[src/rtl/ccc_clken_pkg.sv]
// Shared types and sizing for the CCC fabric clock-enable generator.
// Holds the lock FSM encoding and the fixed field widths.
package ccc_clken_pkg;

   typedef enum logic [1:0] {
      ST_IDLE = 2'd0,
      ST_QUAL = 2'd1,
      ST_RUN  = 2'd2
   } lock_state_t;

   localparam int CH_W   = 4;
   localparam int LOSS_W = 8;
   localparam int MAX_CH = 16;

endpackage

[src/rtl/ccc_clken_chan.sv]
// One clock-enable channel: divider counter, active/pending divider, CE and pend flag.
// CE is combinational off the counter; writes in RUN wait for the wrap cycle.
// No backpressure: a write is always accepted, a later write overwrites a pending one.
module ccc_clken_chan
   import ccc_clken_pkg::*;
#(
   parameter int DIV_W    = 8,
   parameter int DIV_INIT = 0
) (
   input  logic             clk,
   input  logic             rst_n,
   input  logic             run,
   input  logic             wr,
   input  logic [DIV_W-1:0] wr_div,
   output logic             ce,
   output logic             cfg_pend
);

   logic [DIV_W-1:0] cnt;
   logic [DIV_W-1:0] d_active;
   logic [DIV_W-1:0] pend_div;
   logic             pend;
   logic             wrap;

   assign wrap = run && (cnt == d_active);
   assign ce   = wrap;
   // A pending value left over at lock loss is committed on the first idle
   // cycle; masking keeps the flag low from the moment RUN is left.
   assign cfg_pend = pend && run;

   always_ff @(posedge clk or negedge rst_n) begin
      if (!rst_n) begin
         cnt      <= '0;
         d_active <= DIV_W'(DIV_INIT);
         pend_div <= '0;
         pend     <= 1'b0;
      end else if (!run || wrap) begin
         cnt  <= '0;
         pend <= 1'b0;
         if (wr)
            d_active <= wr_div;
         else if (pend)
            d_active <= pend_div;
      end else begin
         cnt <= cnt + DIV_W'(1);
         if (wr) begin
            pend     <= 1'b1;
            pend_div <= wr_div;
         end
      end
   end

endmodule

[src/rtl/ccc_clken_gen.sv]
// Fabric clock-enable generator: lock sync + stability filter + N divider channels.
// LOCKED rises LOCK_FILTER+3 edges after lock is sampled; optional LOSS_CNT via CCC_CLKEN_LOSS_CNT_EN.
// No backpressure: configuration writes are single-cycle strobes, out-of-range channels ignored.
module ccc_clken_gen
   import ccc_clken_pkg::*;
#(
   parameter int N_CH        = 4,
   parameter int DIV_W       = 8,
   parameter int DIV_INIT    = 0,
   parameter int LOCK_FILTER = 64
) (
   input  logic              FAB_CLK,
   input  logic              M2F_RESET_N,
   input  logic              FAB_LOCK,
   input  logic              CFG_WE,
   input  logic [CH_W-1:0]   CFG_CH,
   input  logic [DIV_W-1:0]  CFG_DIV,
   output logic [N_CH-1:0]   CE,
   output logic              LOCKED,
   output logic [N_CH-1:0]   CFG_PEND
`ifdef CCC_CLKEN_LOSS_CNT_EN
   ,
   output logic [LOSS_W-1:0] LOSS_CNT
`endif
);

   localparam int FILT_W = (LOCK_FILTER > 1) ? $clog2(LOCK_FILTER) : 1;

   logic              lock_m;
   logic              lock_s;
   lock_state_t       state;
   logic [FILT_W-1:0] filt_cnt;
   logic              run;

   always_ff @(posedge FAB_CLK or negedge M2F_RESET_N) begin
      if (!M2F_RESET_N) begin
         lock_m <= 1'b0;
         lock_s <= 1'b0;
      end else begin
         lock_m <= FAB_LOCK;
         lock_s <= lock_m;
      end
   end

   always_ff @(posedge FAB_CLK or negedge M2F_RESET_N) begin
      if (!M2F_RESET_N) begin
         state    <= ST_IDLE;
         filt_cnt <= '0;
         LOCKED   <= 1'b0;
      end else begin
         case (state)
            ST_IDLE: begin
               filt_cnt <= '0;
               if (lock_s)
                  state <= ST_QUAL;
            end
            ST_QUAL: begin
               if (!lock_s) begin
                  state    <= ST_IDLE;
                  filt_cnt <= '0;
               end else if (filt_cnt == FILT_W'(LOCK_FILTER - 1)) begin
                  state  <= ST_RUN;
                  LOCKED <= 1'b1;
               end else begin
                  filt_cnt <= filt_cnt + FILT_W'(1);
               end
            end
            ST_RUN: begin
               if (!lock_s) begin
                  state  <= ST_IDLE;
                  LOCKED <= 1'b0;
               end
            end
            default: begin
               state    <= ST_IDLE;
               filt_cnt <= '0;
               LOCKED   <= 1'b0;
            end
         endcase
      end
   end

   assign run = (state == ST_RUN);

`ifdef CCC_CLKEN_LOSS_CNT_EN
   always_ff @(posedge FAB_CLK or negedge M2F_RESET_N) begin
      if (!M2F_RESET_N)
         LOSS_CNT <= '0;
      else if (run && !lock_s && (LOSS_CNT != '1))
         LOSS_CNT <= LOSS_CNT + LOSS_W'(1);
   end
`endif

   for (genvar i = 0; i < N_CH; i++) begin : g_chan
      ccc_clken_chan #(
         .DIV_W   (DIV_W),
         .DIV_INIT(DIV_INIT)
      ) u_chan (
         .clk     (FAB_CLK),
         .rst_n   (M2F_RESET_N),
         .run     (run),
         .wr      (CFG_WE && (CFG_CH == CH_W'(i))),
         .wr_div  (CFG_DIV),
         .ce      (CE[i]),
         .cfg_pend(CFG_PEND[i])
      );
   end

endmodule

[config.mk]
export PLATFORM = sky130hd
export DESIGN_NAME = ccc_clken_gen
export DESIGN_NICKNAME = d
export VERILOG_FILES = /design/src/rtl/ccc_clken_pkg.sv /design/src/rtl/ccc_clken_chan.sv /design/src/rtl/ccc_clken_gen.sv
export SDC_FILE = /design/constraint.sdc
export NUM_CORES = 1
export LEC_CHECK = 0
export CAP_MARGIN = 20
export CORE_ASPECT_RATIO = 0.7
export CORE_MARGIN = 4
export CORE_UTILIZATION = 40
export DETAILED_ROUTE_END_ITERATION = 12
export PLACE_DENSITY_LB_ADDON = 0.25
export SLEW_MARGIN = 15
export SYNTH_ARGS = -nofsm -noshare
export SYNTH_HDL_FRONTEND = slang
export SYNTH_SLANG_ARGS = --single-unit
export TNS_END_PERCENT = 20
[constraint.sdc]
create_clock -name FAB_CLK -period 3.6 [get_ports FAB_CLK]
set_input_delay 0.54 -clock FAB_CLK [delete_from_list [all_inputs] [get_ports FAB_CLK]]
set_output_delay 0.54 -clock FAB_CLK [all_outputs]
set_load 0.05 [all_outputs]
==> impl_table.tex, run 1 <==
\begin{tabular}{lr}
\hline
Metric & Value \\
\hline
\multicolumn{2}{l}{\textbf{Clocking}} \\
Number of buffers inserted for hold repair after clock tree synthesis & 0 \\
Clk pin slew, worst setup/hold paths & 70 ps \\
Number of resized instances in the post-cts repair step & 0 \\
Clock tree from TritonCTS & done \\
Latest clock arrival within the worst-skew pair & 350 ps \\
Postcts setup bufs & 0 \\
Deepest clock path buffer count & 2 \\
CTS sink cnt & 111 \\
Clk root buf & sky130\_fd\_sc\_hd\_\_clkbuf\_16 \\
Clock buffer count from CTS & 9 \\
Depth of the CTS H-tree & 3 \\
\multicolumn{2}{l}{\textbf{Placed design}} \\
Placed Instances & 758 \\
Buffers on Ports & 24 \\
Estimated wirelength of the detail-placed design & 8575 um \\
Weighted congestion reported at the end of routability-driven placement & 0.7785 \\
\multicolumn{2}{l}{\textbf{Worst setup path}} \\
Stages on the worst setup path & 4 \\
Worst setup path end & CE[3] \\
Highest net fanout along the worst path & 12 \\
Crit. End Element & output port \\
Slowest stage cell on the critical path & sky130\_fd\_sc\_hd\_\_clkdlybuf4s50\_1 \\
CP required & 3060 ps \\
Flop-to-flop setup slack & 1490 ps \\
Series of cell instances along the critical path & xnor2\_1 -> nand4\_1 -> nor3\_1 -> clkdlybuf4s50\_1 \\
Arrival time at the worst endpoint & 2600 ps \\
Cell type group with the largest total delay on the critical path & buffers and inverters \\
Path depth of the worst reg2reg path & 5 \\
Startpoint Class & flop \\
Launching instance or port of the critical path & g\_chan[3].u\_chan.cnt[0] \\
Critical path type & reg -> out \\
Capturing point of the worst reg2reg path & g\_chan[2].u\_chan.pend\_div[3] \\
Buffers plus inverters on the worst setup path & 1 \\
Largest incremental delay on the critical path & 850 ps \\
Reg2reg start & state[0] \\
\multicolumn{2}{l}{\textbf{Route}} \\
Via-per-instance ratio & 5.531 \\
WL per Instance & 15.97 um \\
Met2 Wirelength & 5315 um \\
Total routed wirelength & 12360 um \\
Via Count & 4281 \\
Length of routed met3 wiring & 656 um \\
Number of design-rule violations left by the first detailed-router iteration & 334 \\
Top metal layer carrying routed signals & met4 \\
First-pass iteration count of the detailed router & 4 \\
Met1 WL & 6246 um \\
Final ANT Viol Nets & 0 \\
Post-route DRC & 0 \\
\multicolumn{2}{l}{\textbf{Finish}} \\
Number of standard cells in the final layout excluding fillers & 774 \\
Total number of nets in the final design & 600 \\
Area added between synthesis and finish & 12.22\% \\
Fraction of layout cells with a size suffix above 1 & 7.534\% \\
Fill cells & 1305 \\
Antenna fix cells & 0 \\
\multicolumn{2}{l}{\textbf{Pwr}} \\
Ratio of total power to cell area & 447.3 nW/um\^{}2 \\
Maximum vdd ir drop & 0.0002103 V \\
Total leakage power & 2.696 nW \\
\multicolumn{2}{l}{\textbf{Synthesis}} \\
Top post-synthesis cells by area & sky130\_fd\_sc\_hd\_\_dfrtp\_1 (48\%), sky130\_fd\_sc\_hd\_\_o211ai\_1 (8.3\%), sky130\_fd\_sc\_hd\_\_xnor2\_1 (5.9\%) \\
Number of flops mapped to enable cells by yosys & 0 \\
Yosys reg bits & 111 \\
Net Count, Synth & 597 \\
Part of the Yosys area used for sequential elements & 48.02\% \\
Most common library cells after synthesis & sky130\_fd\_sc\_hd\_\_dfrtp\_1 (111), sky130\_fd\_sc\_hd\_\_nand2\_1 (64), sky130\_fd\_sc\_hd\_\_o211ai\_1 (64), sky130\_fd\_sc\_hd\_\_a21oi\_1 (50), sky130\_fd\_sc\_hd\_\_xnor2\_1 (39) \\
Yosys cell types & 38 \\
Synth top area share & 48.02\% \\
Number of warnings printed during yosys synthesis & 0 \\
Average footprint of a synthesized cell & 10.04 um\^{}2 \\
Biggest area consumer among synthesized cells & sky130\_fd\_sc\_hd\_\_dfrtp\_1 \\
Mapped Cells & 576 \\
Prevailing post-synth register cell & sky130\_fd\_sc\_hd\_\_dfrtp\_1 \\
Library cell with the highest instance count after synthesis & sky130\_fd\_sc\_hd\_\_dfrtp\_1 \\
Fraction of registers with async set/reset & 100.0\% \\
Netlist area before placement & 5784 um\^{}2 \\
\multicolumn{2}{l}{\textbf{Timing}} \\
Final Max Tran Viols & 0 \\
Highest achievable clock rate & 318.5 MHz \\
Layout Skew & 8.789 ps \\
Setup repair after global routing missed its margin & false \\
Worst hold margin & 298.4 ps \\
Final number of hold-violating endpoints & 0 \\
Worst slew slack as a fraction of its limit & 39.11\% \\
Period utilization & 87.20\% \\
Slew at the pin with the worst max-slew slack & 913.4 ps \\
Min Tclk post-route & 3139 ps \\
Total of endpoints with negative setup slack in the final report & 0 \\
Accumulated negative setup slack & 0 ps \\
\multicolumn{2}{l}{\textbf{Run status}} \\
Outcome & completed \\
\multicolumn{2}{l}{\textbf{Global route}} \\
Pin count of the biggest net entering global routing & 70 \\
Antenna violations before repair & 0 \\
Via count of the first global-routing pass & 4159 \\
Grt total ovfl & 0 \\
Global-route wire length before repair & 21110 um \\
Aggregate global-route resource usage & 15.94\% \\
\multicolumn{2}{l}{\textbf{Die}} \\
Die outline height & 108.6 um \\
DIE AREA & 16480 um\^{}2 \\
Horizontal die dimension & 151.7 um \\
Total I/O pin count & 25 \\
Placement Rows & 36 \\
Starting utilization of the core area & 41.16\% \\
Core Area & 14050 um\^{}2 \\
\multicolumn{2}{l}{\textbf{Run}} \\
Number of max-capacitance violations reported & 0 \\
\multicolumn{2}{l}{\textbf{Worst hold path}} \\
Worst hold-check path type & in -> async \\
\hline
\end{tabular}
-- cell families after synthesis --
| logic type | count (synthesis) | synth area share, % |
|---|---|---|
| and+or+nand+nor | 171 | 13.71 |
| AOI/OAI and AO/OA | 154 | 17.80 |
| DFF | 111 | 48.02 |
| xor gates and xnor gates | 56 | 8.479 |
| buffers and inverters | 47 | 4.153 |
| muxes | 32 | 6.749 |
| adders and majority gates | 5 | 1.082 |
-- report_power, final --
part           switching, mW  leakage (nW)  internal (mW)
Sequential            0.0874          1.48           1.33
Clock                  0.453         0.170          0.701
Combinational          0.181          1.05          0.146
Total                  0.722          2.70           2.18
-- stage by stage --
stage          utilization (%)  worst slack, ps  total power, mW  cell area (um^2)
6_report                 46.19            460.8            2.904              6491
5_1_grt                  46.19            316.2            3.033              6491
4_1_cts                  46.19            422.8            2.930              6491
3_5_place_dp             43.72            815.8            1.775              6145
3_3_place_gp             43.72            832.6            1.763              6145
2_1_floorplan                -             1642            1.649              5784
-- state kept, by name, summed over array words and instances, names as in the netlist --
name and flops:
LOCKED 1, filt_cnt 6, g_chan.u_chan.cnt 32, g_chan.u_chan.d_active 32
g_chan.u_chan.pend 4, g_chan.u_chan.pend_div 32, lock_m 1, lock_s 1
state 2
-- cell usage in the layout, fill, tap and decap left out, types with 2 or more instances in the layout --
master and count:
sky130_fd_sc_hd__o21a_1 5, sky130_fd_sc_hd__dfrtp_1 111, sky130_fd_sc_hd__bufinv_16 3, sky130_fd_sc_hd__clkdlybuf4s50_1 23, sky130_fd_sc_hd__nand4_1 9, sky130_fd_sc_hd__a31oi_1 19
sky130_fd_sc_hd__a21oi_1 50, sky130_fd_sc_hd__nand2_1 64, sky130_fd_sc_hd__and2_1 11, sky130_fd_sc_hd__nand3_1 23, sky130_fd_sc_hd__mux2_4 8, sky130_fd_sc_hd__mux2_1 24
sky130_fd_sc_hd__clkbuf_16 9, sky130_fd_sc_hd__o211ai_1 64, sky130_fd_sc_hd__buf_4 13, sky130_fd_sc_hd__o21ai_1 5, sky130_fd_sc_hd__and3_1 14, sky130_fd_sc_hd__ha_1 5
sky130_fd_sc_hd__inv_1 2, sky130_fd_sc_hd__nor3_1 6, sky130_fd_sc_hd__xnor2_1 39, sky130_fd_sc_hd__xor2_1 17, sky130_fd_sc_hd__o211ai_4 2, sky130_fd_sc_hd__nand2b_1 2
sky130_fd_sc_hd__nor2_1 38, sky130_fd_sc_hd__o21ai_2 2
-- final cells by class --
cell class / count / area (um^2) / area share [%]
Clock inverter: 5 / 103.9 / 1.600
Sequential cell: 111 / 2778 / 42.79
Timing Repair Buffer: 37 / 347.8 / 5.359
Clock buffer: 11 / 242.7 / 3.739
Inverter: 2 / 7.507 / 0.1157
Tap cell: 190 / 237.7 / 3.662
Multi-Input combinational cell: 418 / 2774 / 42.73
-- layer usage --
| layer | GRT usage (%) | vias to the layer above |
|---|---|---|
| met5 | 0 | - |
| met4 | 4.295 | 0 |
| met3 | 3.116 | 10 |
| met2 | 23.13 | 87 |
| met1 | 24.31 | 2114 |
| li1 | - | 2070 |
-- worst min-delay path by stage --
stage	start	end	slack, ps	cells after the start
after floorplan	M2F_RESET_N	LOCKED	240	0
after global placement	lock_m	lock_s	330	0
after detailed placement	lock_m	lock_s	340	0
after CTS	lock_m	lock_s	360	0
after global routing	lock_m	lock_s	370	0
final	M2F_RESET_N	g_chan[3].u_chan.cnt[4]	300	1
No activity file was read; power rests on OpenSTA's default activity.
==> inputs of run 2 (changes only) <==
--- a/config.mk
+++ b/config.mk
@@ -10,7 +10,9 @@
 export CORE_MARGIN = 4
 export CORE_UTILIZATION = 40
 export DETAILED_ROUTE_END_ITERATION = 12
+export DONT_BUFFER_PORTS = 1
 export PLACE_DENSITY_LB_ADDON = 0.25
+export SKIP_LAST_GASP = 1
 export SLEW_MARGIN = 15
 export SYNTH_ARGS = -nofsm -noshare
 export SYNTH_HDL_FRONTEND = slang
==> run 2 against run 1 <==
Compared with the run above: worst setup slack better by 320 ps; utilization down 1.8 points; clock power decreased by 3%; sequential power about the same; largest cell class is now multi-input gates.
==> impl_table.tex, run 2 (same netlist as run 1, synthesis figures left out) <==
\begin{tabular}{lr}
\hline
Metric & Value \\
\hline
\multicolumn{2}{l}{\textbf{Finish}} \\
Final design utilization & 44.42\% (-1.8 points) \\
Largest registers & g\_chan.u\_chan.cnt x32, g\_chan.u\_chan.d\_active x32, g\_chan.u\_chan.pend\_div x32 \\
Number of standard cells in the final layout excluding fillers & 747 (-3.5\%) \\
Leading cell types in the layout, fill and taps excluded & sky130\_fd\_sc\_hd\_\_dfrtp\_1 (111), sky130\_fd\_sc\_hd\_\_nand2\_1 (64), sky130\_fd\_sc\_hd\_\_o211ai\_1 (64) \\
Fill cells & 1338 (+2.5\%) \\
Antenna fix cells & 0 (unchanged) \\
Total number of nets in the final design & 573 (-4.5\%) \\
Most common cell after layout, fill and taps aside & sky130\_fd\_sc\_hd\_\_dfrtp\_1 \\
Fraction of layout cells with a size suffix above 1 & 8.079\% (+0.54 points) \\
Area added between synthesis and finish & 7.917\% \\
\multicolumn{2}{l}{\textbf{Clocking}} \\
Postcts setup bufs & 0 (unchanged) \\
Clock tree from TritonCTS & done \\
Deepest clock path buffer count & 2 (unchanged) \\
Depth of the CTS H-tree & 3 (unchanged) \\
Number of buffers inserted for hold repair after clock tree synthesis & 1 (+1) \\
Clk pin slew, worst setup/hold paths & 70 ps (about the same) \\
Number of resized instances in the post-cts repair step & 0 (unchanged) \\
CTS sink cnt & 111 (unchanged) \\
Clock buffer count from CTS & 9 (unchanged) \\
Latest clock arrival within the worst-skew pair & 350 ps (about the same) \\
Clk root buf & sky130\_fd\_sc\_hd\_\_clkbuf\_16 \\
\multicolumn{2}{l}{\textbf{Placed design}} \\
Weighted congestion reported at the end of routability-driven placement & 0.7897 (+1.4\%) \\
Estimated wirelength of the detail-placed design & 8424 um (-1.8\%) \\
Setup WS pre-CTS & 1160 ps (+343.9 ps) \\
Placed Instances & 730 (-3.7\%) \\
Buffers on Ports & 0 (-100\%) \\
\multicolumn{2}{l}{\textbf{Worst setup path}} \\
Launching instance or port of the critical path & g\_chan[2].u\_chan.cnt[0] \\
Flop-to-flop setup slack & 1460 ps (-30 ps) \\
Path depth of the worst reg2reg path & 4 (-1) \\
Startpoint Class & flop \\
Capturing point of the worst reg2reg path & g\_chan[1].u\_chan.pend\_div[5] \\
Highest net fanout along the worst path & 12 (unchanged) \\
CP required & 3060 ps (about the same) \\
Worst setup path end & CE[2] \\
Critical path type & reg -> out \\
Arrival time at the worst endpoint & 2280 ps (-320 ps) \\
Crit. End Element & output port \\
Reg2reg start & g\_chan[1].u\_chan.cnt[2] \\
\multicolumn{2}{l}{\textbf{Timing}} \\
Accumulated negative setup slack & 0 ps (unchanged) \\
Setup repair after global routing missed its margin & false \\
Smallest setup slack after layout & 784.9 ps (+324.1 ps) \\
Worst slew slack as a fraction of its limit & 41.85\% (+2.7 points) \\
Period utilization & 78.20\% (-9.0 points) \\
Final Max Tran Viols & 0 (unchanged) \\
Total of endpoints with negative setup slack in the final report & 0 (unchanged) \\
Slew at the pin with the worst max-slew slack & 867.6 ps (-45.81 ps) \\
Final number of hold-violating endpoints & 0 (unchanged) \\
Min Tclk post-route & 2815 ps (-324.1 ps) \\
Highest achievable clock rate & 355.2 MHz (+12\%) \\
Layout Skew & 6.475 ps (-2.314 ps) \\
\multicolumn{2}{l}{\textbf{Die}} \\
DIE AREA & 16480 um\^{}2 (unchanged) \\
Core Area & 14050 um\^{}2 (unchanged) \\
Total I/O pin count & 25 (unchanged) \\
Placement Rows & 36 (unchanged) \\
Die outline height & 108.6 um (unchanged) \\
Starting utilization of the core area & 41.16\% (unchanged) \\
Horizontal die dimension & 151.7 um (unchanged) \\
\multicolumn{2}{l}{\textbf{Global route}} \\
Grt total ovfl & 0 (unchanged) \\
Via count of the first global-routing pass & 4244 (+2.0\%) \\
Antenna violations before repair & 0 (unchanged) \\
Aggregate global-route resource usage & 16.44\% (+0.50 points) \\
Pin count of the biggest net entering global routing & 112 (+60\%) \\
Global-route wire length before repair & 21600 um (+2.3\%) \\
\multicolumn{2}{l}{\textbf{Route}} \\
WL per Instance & 16.73 um (+4.8\%) \\
Via Count & 4170 (-2.6\%) \\
First-pass iteration count of the detailed router & 5 (+1) \\
Final ANT Viol Nets & 0 (unchanged) \\
Number of design-rule violations left by the first detailed-router iteration & 412 (+23\%) \\
Via-per-instance ratio & 5.582 (+0.93\%) \\
Post-route DRC & 0 (unchanged) \\
Total routed wirelength & 12500 um (+1.1\%) \\
\multicolumn{2}{l}{\textbf{Pwr}} \\
Ratio of total power to cell area & 452.2 nW/um\^{}2 (+1.1\%) \\
Total leakage power & 2.589 nW (-4.0\%) \\
Maximum vdd ir drop & 0.0001861 V (-12\%) \\
\multicolumn{2}{l}{\textbf{Run status}} \\
Outcome & completed \\
\multicolumn{2}{l}{\textbf{Worst hold path}} \\
Worst hold-check path type & in -> async \\
\multicolumn{2}{l}{\textbf{Run}} \\
Number of max-capacitance violations reported & 0 (unchanged) \\
\hline
\end{tabular}
==> run 2: cell count changes in the layout (fill, tap and decap cells not counted), sizes merged <==
cell / delta
clkdlybuf4s50: -23
buf: -4
clkbuf: -2
inv: +1
clkinv: +2
bufinv: -1
==> run 2: metrics by stage <==
stage                     hold slack, ps  instance area [um^2]  power (mW)
final                              98.46                  6242       2.823
after global placement             249.7                  5884       1.703
after CTS                          168.3                  6242       2.848
after global routing               181.8                  6242       2.949
after detailed placement           249.7                  5884       1.712
after floorplan                    244.4                  5784       1.649
==> run 2: cell type report <==
type                       instances  area (um^2)  share of cell area, %
multi-input combinational        418         2794                  44.76
sequential                       111         2778                  44.50
tap                              190        237.7                  3.808
clock buffer                       9        225.2                  3.608
clock inverter                     7        105.1                  1.684
timing repair buffer              10        95.09                  1.523
inverter                           2        7.507                 0.1203
==> run 2: report_power, final <==
group	total (mW)	switching, mW	internal [mW]
Sequential	1.42	0.0900	1.33
Clock	1.11	0.484	0.622
Combinational	0.292	0.163	0.129
Total	2.82	0.738	2.09
==> run 2: worst min-delay path by stage <==
stage	start	to	slack (ps)	depth (start not counted)
floorplan	M2F_RESET_N	LOCKED	240	0
global placement	M2F_RESET_N	g_chan[3].u_chan.cnt[7]	250	0
detailed placement	M2F_RESET_N	g_chan[3].u_chan.cnt[5]	250	0
CTS	M2F_RESET_N	g_chan[2].u_chan.cnt[3]	170	1
global route	M2F_RESET_N	filt_cnt[0]	180	1
finish	M2F_RESET_N	filt_cnt[0]	100	1
==> run 2: worst max-delay path, cell delays in order (launching register included) <==
cell	delay, ps
sky130_fd_sc_hd__dfrtp_1	450
sky130_fd_sc_hd__xnor2_1	160
sky130_fd_sc_hd__nand4_1	450
sky130_fd_sc_hd__nor3_2	870
==> run 2: layer usage <==
layer  routed length [um]  vias up  track usage (%)
li1                     -     2009                -
met1                 6386     2081            23.46
met2                 5421       66            24.65
met3                  556       14            4.404
met4                  136        0            4.872
met5                    0        -                0
==> inputs of run 3 (changes only) <==
==> constraint.sdc (replaced) <==
create_clock -name FAB_CLK -period 2.9 [get_ports FAB_CLK]
set_input_delay 0.435 -clock FAB_CLK [delete_from_list [all_inputs] [get_ports FAB_CLK]]
set_output_delay 0.435 -clock FAB_CLK [all_outputs]
set_load 0.05 [all_outputs]
==> run 3 against run 2 <==
Compared with the run above: count of clock-buffer cells in the layout unchanged; clock skew increased by 4.9 ps; worst setup slack got worse by 390 ps; the run now ends with hold timing left; routed wire length decreased by 0.59%; worst hold slack got worse by 330 ps; clock power increased by 7%; critical path type unchanged; global-route usage decreased by 0.17 points; die area unchanged; design area decreased by 1.2%.
==> impl_table.tex, run 3 (same netlist as run 1, synthesis figures left out) <==
\begin{tabular}{lr}
\hline
Metric & Value \\
\hline
\multicolumn{2}{l}{\textbf{Clocking}} \\
Clock tree from TritonCTS & done \\
Clock buffer count from CTS & 9 (unchanged) \\
Depth of the CTS H-tree & 3 (unchanged) \\
Latest clock arrival within the worst-skew pair & 360 ps (about the same) \\
Number of resized instances in the post-cts repair step & 0 (unchanged) \\
Deepest clock path buffer count & 2 (unchanged) \\
Postcts setup bufs & 0 (unchanged) \\
CTS sink cnt & 111 (unchanged) \\
Clk pin slew, worst setup/hold paths & 70 ps (about the same) \\
Clk root buf & sky130\_fd\_sc\_hd\_\_clkbuf\_16 \\
\multicolumn{2}{l}{\textbf{Global route}} \\
Global-route wire length before repair & 21150 um (-2.1\%) \\
Via count of the first global-routing pass & 4050 (-4.6\%) \\
Aggregate global-route resource usage & 16.27\% (-0.17 points) \\
Pin count of the biggest net entering global routing & 112 (unchanged) \\
Antenna violations before repair & 0 (unchanged) \\
Grt total ovfl & 0 (unchanged) \\
\multicolumn{2}{l}{\textbf{Die}} \\
Placement Rows & 36 (unchanged) \\
DIE AREA & 16480 um\^{}2 (unchanged) \\
Core Area & 14050 um\^{}2 (unchanged) \\
Die outline height & 108.6 um (unchanged) \\
Starting utilization of the core area & 41.16\% (unchanged) \\
Total I/O pin count & 25 (unchanged) \\
Horizontal die dimension & 151.7 um (unchanged) \\
\multicolumn{2}{l}{\textbf{Timing}} \\
Accumulated negative setup slack & 0 ps (unchanged) \\
Worst hold margin & -230.1 ps (-328.6 ps) \\
Min Tclk post-route & 2503 ps \\
Layout Skew & 11.37 ps (+4.894 ps) \\
Setup repair after global routing missed its margin & false \\
Slew at the pin with the worst max-slew slack & 764.6 ps (-102.9 ps) \\
Period utilization & 86.30\% \\
Final number of hold-violating endpoints & 111 (+111) \\
Total of endpoints with negative setup slack in the final report & 0 (unchanged) \\
Highest achievable clock rate & 399.6 MHz \\
Final Max Tran Viols & 0 (unchanged) \\
Worst slew slack as a fraction of its limit & 49.02\% (+7.2 points) \\
\multicolumn{2}{l}{\textbf{Route}} \\
Via Count & 4205 (+0.84\%) \\
Total routed wirelength & 12430 um (-0.59\%) \\
Via-per-instance ratio & 5.637 (+0.97\%) \\
Number of design-rule violations left by the first detailed-router iteration & 367 (-11\%) \\
Final ANT Viol Nets & 0 (unchanged) \\
Post-route DRC & 0 (unchanged) \\
First-pass iteration count of the detailed router & 4 (-1) \\
WL per Instance & 16.66 um (-0.46\%) \\
\multicolumn{2}{l}{\textbf{Worst setup path}} \\
Startpoint Class & flop \\
Reg2reg start & g\_chan[1].u\_chan.cnt[2] \\
Flop-to-flop setup slack & 740 ps (-720 ps) \\
CP required & 2470 ps (-590 ps) \\
Highest net fanout along the worst path & 12 (unchanged) \\
Arrival time at the worst endpoint & 2070 ps (-210 ps) \\
Critical path type & reg -> out \\
Launching instance or port of the critical path & g\_chan[3].u\_chan.cnt[0] \\
Crit. End Element & output port \\
\multicolumn{2}{l}{\textbf{Pwr}} \\
Total leakage power & 2.553 nW (-1.4\%) \\
Ratio of total power to cell area & 530.1 nW/um\^{}2 (+17\%) \\
Post-route total power & 3.269 mW (+16\%) \\
Maximum vdd ir drop & 0.0002574 V (+38\%) \\
\multicolumn{2}{l}{\textbf{Worst hold path}} \\
Worst hold-check path type & in -> async \\
\multicolumn{2}{l}{\textbf{Finish}} \\
Antenna fix cells & 0 (unchanged) \\
Fraction of layout cells with a size suffix above 1 & 7.914\% (-0.17 points) \\
Leading cell types in the layout, fill and taps excluded & sky130\_fd\_sc\_hd\_\_dfrtp\_1 (111), sky130\_fd\_sc\_hd\_\_nand2\_1 (64), sky130\_fd\_sc\_hd\_\_o211ai\_1 (64) \\
Total number of nets in the final design & 572 (-0.17\%) \\
Largest registers & g\_chan.u\_chan.cnt x32, g\_chan.u\_chan.d\_active x32, g\_chan.u\_chan.pend\_div x32 \\
Most common cell after layout, fill and taps aside & sky130\_fd\_sc\_hd\_\_dfrtp\_1 \\
Area added between synthesis and finish & 6.619\% \\
\multicolumn{2}{l}{\textbf{Run status}} \\
Violations in the final reports & hold timing \\
Outcome & complete, but fails checks \\
\multicolumn{2}{l}{\textbf{Placed design}} \\
Estimated wirelength of the detail-placed design & 8452 um (+0.34\%) \\
Weighted congestion reported at the end of routability-driven placement & 0.7848 (-0.62\%) \\
Buffers on Ports & 0 (unchanged) \\
\multicolumn{2}{l}{\textbf{Run}} \\
Number of max-capacitance violations reported & 0 (unchanged) \\
\hline
\end{tabular}
-- run 3: changes by cell type in the layout (fill, tap and decap cells not counted) --
cell,delta
sky130_fd_sc_hd__bufinv_16,-2
sky130_fd_sc_hd__clkinvlp_4,+2
sky130_fd_sc_hd__buf_16,-1
sky130_fd_sc_hd__inv_6,+1
sky130_fd_sc_hd__inv_8,-1
-- run 3: stage by stage --
stage	std cells	instance area (um^2)	util (%)	setup WS (ps)
after floorplan	576	5784	-	1047
after global routing	746	6167	43.88	235.5
after global placement	730	5884	41.87	811.9
final	746	6167	43.88	397.4
after CTS	746	6167	43.88	421.6
after detailed placement	730	5884	41.87	754.8
-- run 3: power by group --
group	total [mW]	switching (mW)	internal [mW]
clock network	1.19	0.596	0.594
logic	0.310	0.167	0.142
registers	1.77	0.114	1.66
-- run 3: layout make-up --
cell class	count	area [um^2]
Clock buffer	9	225.2
Clock inverter	7	57.56
Fill cell	1301	7886
Inverter	2	7.507
Multi-Input combinational cell	418	2794
Sequential cell	111	2778
Tap cell	190	237.7
Timing Repair Buffer	9	67.56
-- run 3: critical path: stages (launching register included) --
cell,delay (ps)
sky130_fd_sc_hd__dfrtp_1,460
sky130_fd_sc_hd__xnor2_1,190
sky130_fd_sc_hd__nand4_1,480
sky130_fd_sc_hd__nor3_2,340
sky130_fd_sc_hd__buf_4,240
-- run 3: final timing paths --
path / end / depth (start not counted)
worst max-delay path: CE[3] / 4
min in group FAB_CLK: lock_m / 0
worst min register to register: lock_s / 0
worst max register to register: g_chan[1].u_chan.pend_div[1] / 4
max in group asynchronous: g_chan[2].u_chan.d_active[1] / 0
worst min-delay path: g_chan[3].u_chan.cnt[2] / 0
-- run 3: layer usage --
layer,track usage [%],part of all wire [%]
met1,23.71,49
met2,23.67,45
met3,5.401,5.7
met4,3.526,0.65
met5,0,0
==> variant (config.mk and constraints of run 3) <==
Build with the macro `CCC_CLKEN_LOSS_CNT_EN` defined.
--- a/src/rtl/ccc_clken_gen.sv
+++ b/src/rtl/ccc_clken_gen.sv
@@ -1,6 +1,8 @@
 // Fabric clock-enable generator: lock sync + stability filter + N divider channels.
 // LOCKED rises LOCK_FILTER+3 edges after lock is sampled; optional LOSS_CNT via CCC_CLKEN_LOSS_CNT_EN.
 // No backpressure: configuration writes are single-cycle strobes, out-of-range channels ignored.
+`define CCC_CLKEN_LOSS_CNT_EN
+
 module ccc_clken_gen
    import ccc_clken_pkg::*;
 #(
Function (old outputs only; new: LOSS_CNT): kept (equiv_simple and equiv_induct, registers matched by name and starting in step).
==> variant against run 3 <==
The flow still finishes with violations (negative hold slack); combinational power grew 5%; total power grew 38%; worst hold slack lost 52 ps; wire length grew 10%; clock skew shrank 1.5 ps; global-route usage grew 0.23 points; design area grew 12%; synthesized area grew 6.6%; non-clock buffer count grew 1; sequential power grew 7%; register-to-register slack lost 60 ps; worst setup slack lost 14 ps; sequential cell count grew 8; critical path type unchanged.
==> variant: results (changes against run 3) <==
critical_path:
  crit_fanout: 12  # unchanged
  critical-path-top-delay-family: "simple AND/OR/NAND/NOR gates"
  reg2reg_from: "g_chan[2].u_chan.cnt[0]$_DFF_PN0_"
  cp.arrival_ps: 2080
  cp_slowest_cell: "nand4_1"
  ff2ff_path_depth: 4  # unchanged
  r2r_slack_ps: 680  # -60 ps
  cp_slowest_stage_delay_ps: 490
  r2r-end: "g_chan[2].u_chan.pend_div[5]$_DFFE_PN0P_"
final_layout:
  finalNetCount: 608  # +6.3%
  diodes: 0  # unchanged
  largestRegisters: "g_chan.u_chan.cnt (32), g_chan.u_chan.d_active (32), g_chan.u_chan.pend_div (32)"
  layout-drive-gt1-share_pct: 14.9  # +6.9 points
status:
  violations: "negative hold slack"
  status: "complete, but fails checks"
sta:
  slew-limit-headroom_pct: 51.3  # +2.2 points
  finalCriticalPeriod_ps: 2520  # +13.6 ps
  setup_viol: 0  # unchanged
  finalClockSkew_ps: 9.89  # -1.48 ps
  hold_violations: 119  # +7.2%
  holdWs_ps: -282  # -52.4 ps
grt:
  grt_pass1_wl_mm: 23.2  # +9.6%
  gr-usage-all-layers_pct: 16.5  # +0.23 points
  grt_max_degree: 120  # +7.1%
  antenna_found_initial: 0  # unchanged
  first_global_vias: 4477  # +11%
place:
  dpl.hpwl_mm: 9.34  # +10%
  place_area_um2: 6260  # +6.4%
  port_buffers: 0  # unchanged
  detailedPlace.worstSlack_ps: 703  # -51.4 ps
  dp.cells: 762  # +4.4%
  gp_congestion: 0.794  # +1.1%
clock_tree:
  clock_latency_ps: 410  # +50 ps
  cts.root.buffer_cell: "clkbuf_16"
  h-tree-depth: 4  # +1
  clk_pin_slew_ps: 60
  cts_made_buffers: 17  # +8
  clk_path_buf_depth: 2  # unchanged
drt:
  drt_iter0_markers: 255  # -31%
  routed_wl_mm: 13.7  # +10%
  avgRoutedWirePerCell_um: 17.2  # +3.5%
  route.detailed.vias_per_inst: 5.67  # +0.52%
  dr.pass1.iters: 4  # unchanged
yosys:
  netlist_instances: 601  # +4.3%
  yosysWarnings: 0  # unchanged
  async_reset_ff_share_pct: 100  # unchanged
  synth.area.top_cells: "dfrtp_1 48%, o211ai_1 7.8%, mux2_2 6.2%"
  seq_area_frac_synth_pct: 48.3  # +0.29 points
  ys_types: 42  # +11%
  synth_fp_nets: 623  # +4.4%
  synth_common_cells: "119 x dfrtp_1, 66 x nand2_1, 64 x o211ai_1, 54 x a21oi_1, 42 x xnor2_1"
power_and_ir_drop:
  irDropWorstVdd_mv: 0.385  # +50%
  power.leakage_nw: 2.92  # +14%
  net-switching-power_mw: 1.05  # +20%
min_path:
  hold_path_class: "in2async"
## variant: changes by cell type in the layout (fill, tap and decap cells not counted), sizes merged, moves of 3 or more
cell | run 3 | this run
a21oi | 50 | 54
a31oi | 19 | 10
and3 | 14 | 20
bufinv | 0 | 5
clkbuf | 9 | 20
dfrtp | 111 | 119
nand4 | 9 | 12
nor2 | 38 | 33
xnor2 | 39 | 42
xor2 | 17 | 22
## variant: final cells by class
cell class / instances / area (um^2)
Fill cell: 1408 / 8000
Sequential cell: 119 / 2980
Multi-Input combinational cell: 436 / 2960
Clock buffer: 20 / 447
Tap cell: 195 / 244
Clock inverter: 12 / 200
Timing Repair Buffer: 10 / 75.1
Inverter: 2 / 7.51
## variant: worst max-delay path by stage
stage / from / to
2_1_floorplan: LOSS_CNT[0]$_DFFE_PN0P_ / LOSS_CNT[1]$_DFFE_PN0P_
3_3_place_gp: g_chan[2].u_chan.cnt[2]$_DFF_PN0_ / g_chan[2].u_chan.pend_div[7]$_DFFE_PN0P_
3_5_place_dp: g_chan[2].u_chan.cnt[0]$_DFF_PN0_ / g_chan[2].u_chan.pend_div[5]$_DFFE_PN0P_
4_1_cts: g_chan[1].u_chan.cnt[4]$_DFF_PN0_ / CE[1]
5_1_grt: g_chan[1].u_chan.cnt[0]$_DFF_PN0_ / CE[1]
6_report: g_chan[1].u_chan.cnt[4]$_DFF_PN0_ / CE[1]
## variant: power groups by stage
stage	logic, mW	clock network (mW)	registers, mW
after floorplan	0.281	0	1.88
after global placement	0.312	0	1.91
after detailed placement	0.324	0	1.91
after CTS	0.325	2.34	1.89
after global routing	0.363	2.43	1.90
final	0.324	2.31	1.89
## variant: cell families (layout without fill, tap and decap cells)
logic type / Yosys count / in the layout / synth area share, %
flip-flops: 119 / 119 / 48.3
AO/OA/AOI/OAI: 153 / 153 / 16.8
buffers and inverters: 46 / 44 / 4.18
adder cells (fa/ha/maj): 6 / 6 / 1.22
multiplexers: 35 / 35 / 6.37
XOR/XNOR: 64 / 64 / 9.09
AND/OR/NAND/NOR: 178 / 178 / 14.0
## variant: layer usage
| metal | global-route usage [%] | vias up | routed length (um) |
|---|---|---|---|
| met5 | 0 | - | 0 |
| met4 | 4.62 | 0 | 128 |
| met3 | 4.97 | 12 | 806 |
| met2 | 23.3 | 92 | 5880 |
| met1 | 24.5 | 2271 | 6880 |
| li1 | - | 2124 | - |
## variant: timing repair
action	in CTS	in global routing
hold endpoints to repair	119	119
resized for setup	0	0
setup endpoints to repair	0	0
buffers inserted	0	0
## variant: metrics by stage
| step | power (mW) | hold WS, ps |
|---|---|---|
| finish | 4.52 | -282 |
| global placement | 2.22 | 143 |
| floorplan | 2.16 | 139 |
| detailed placement | 2.24 | 142 |
| global route | 4.69 | -306 |
| CTS | 4.56 | -298 |
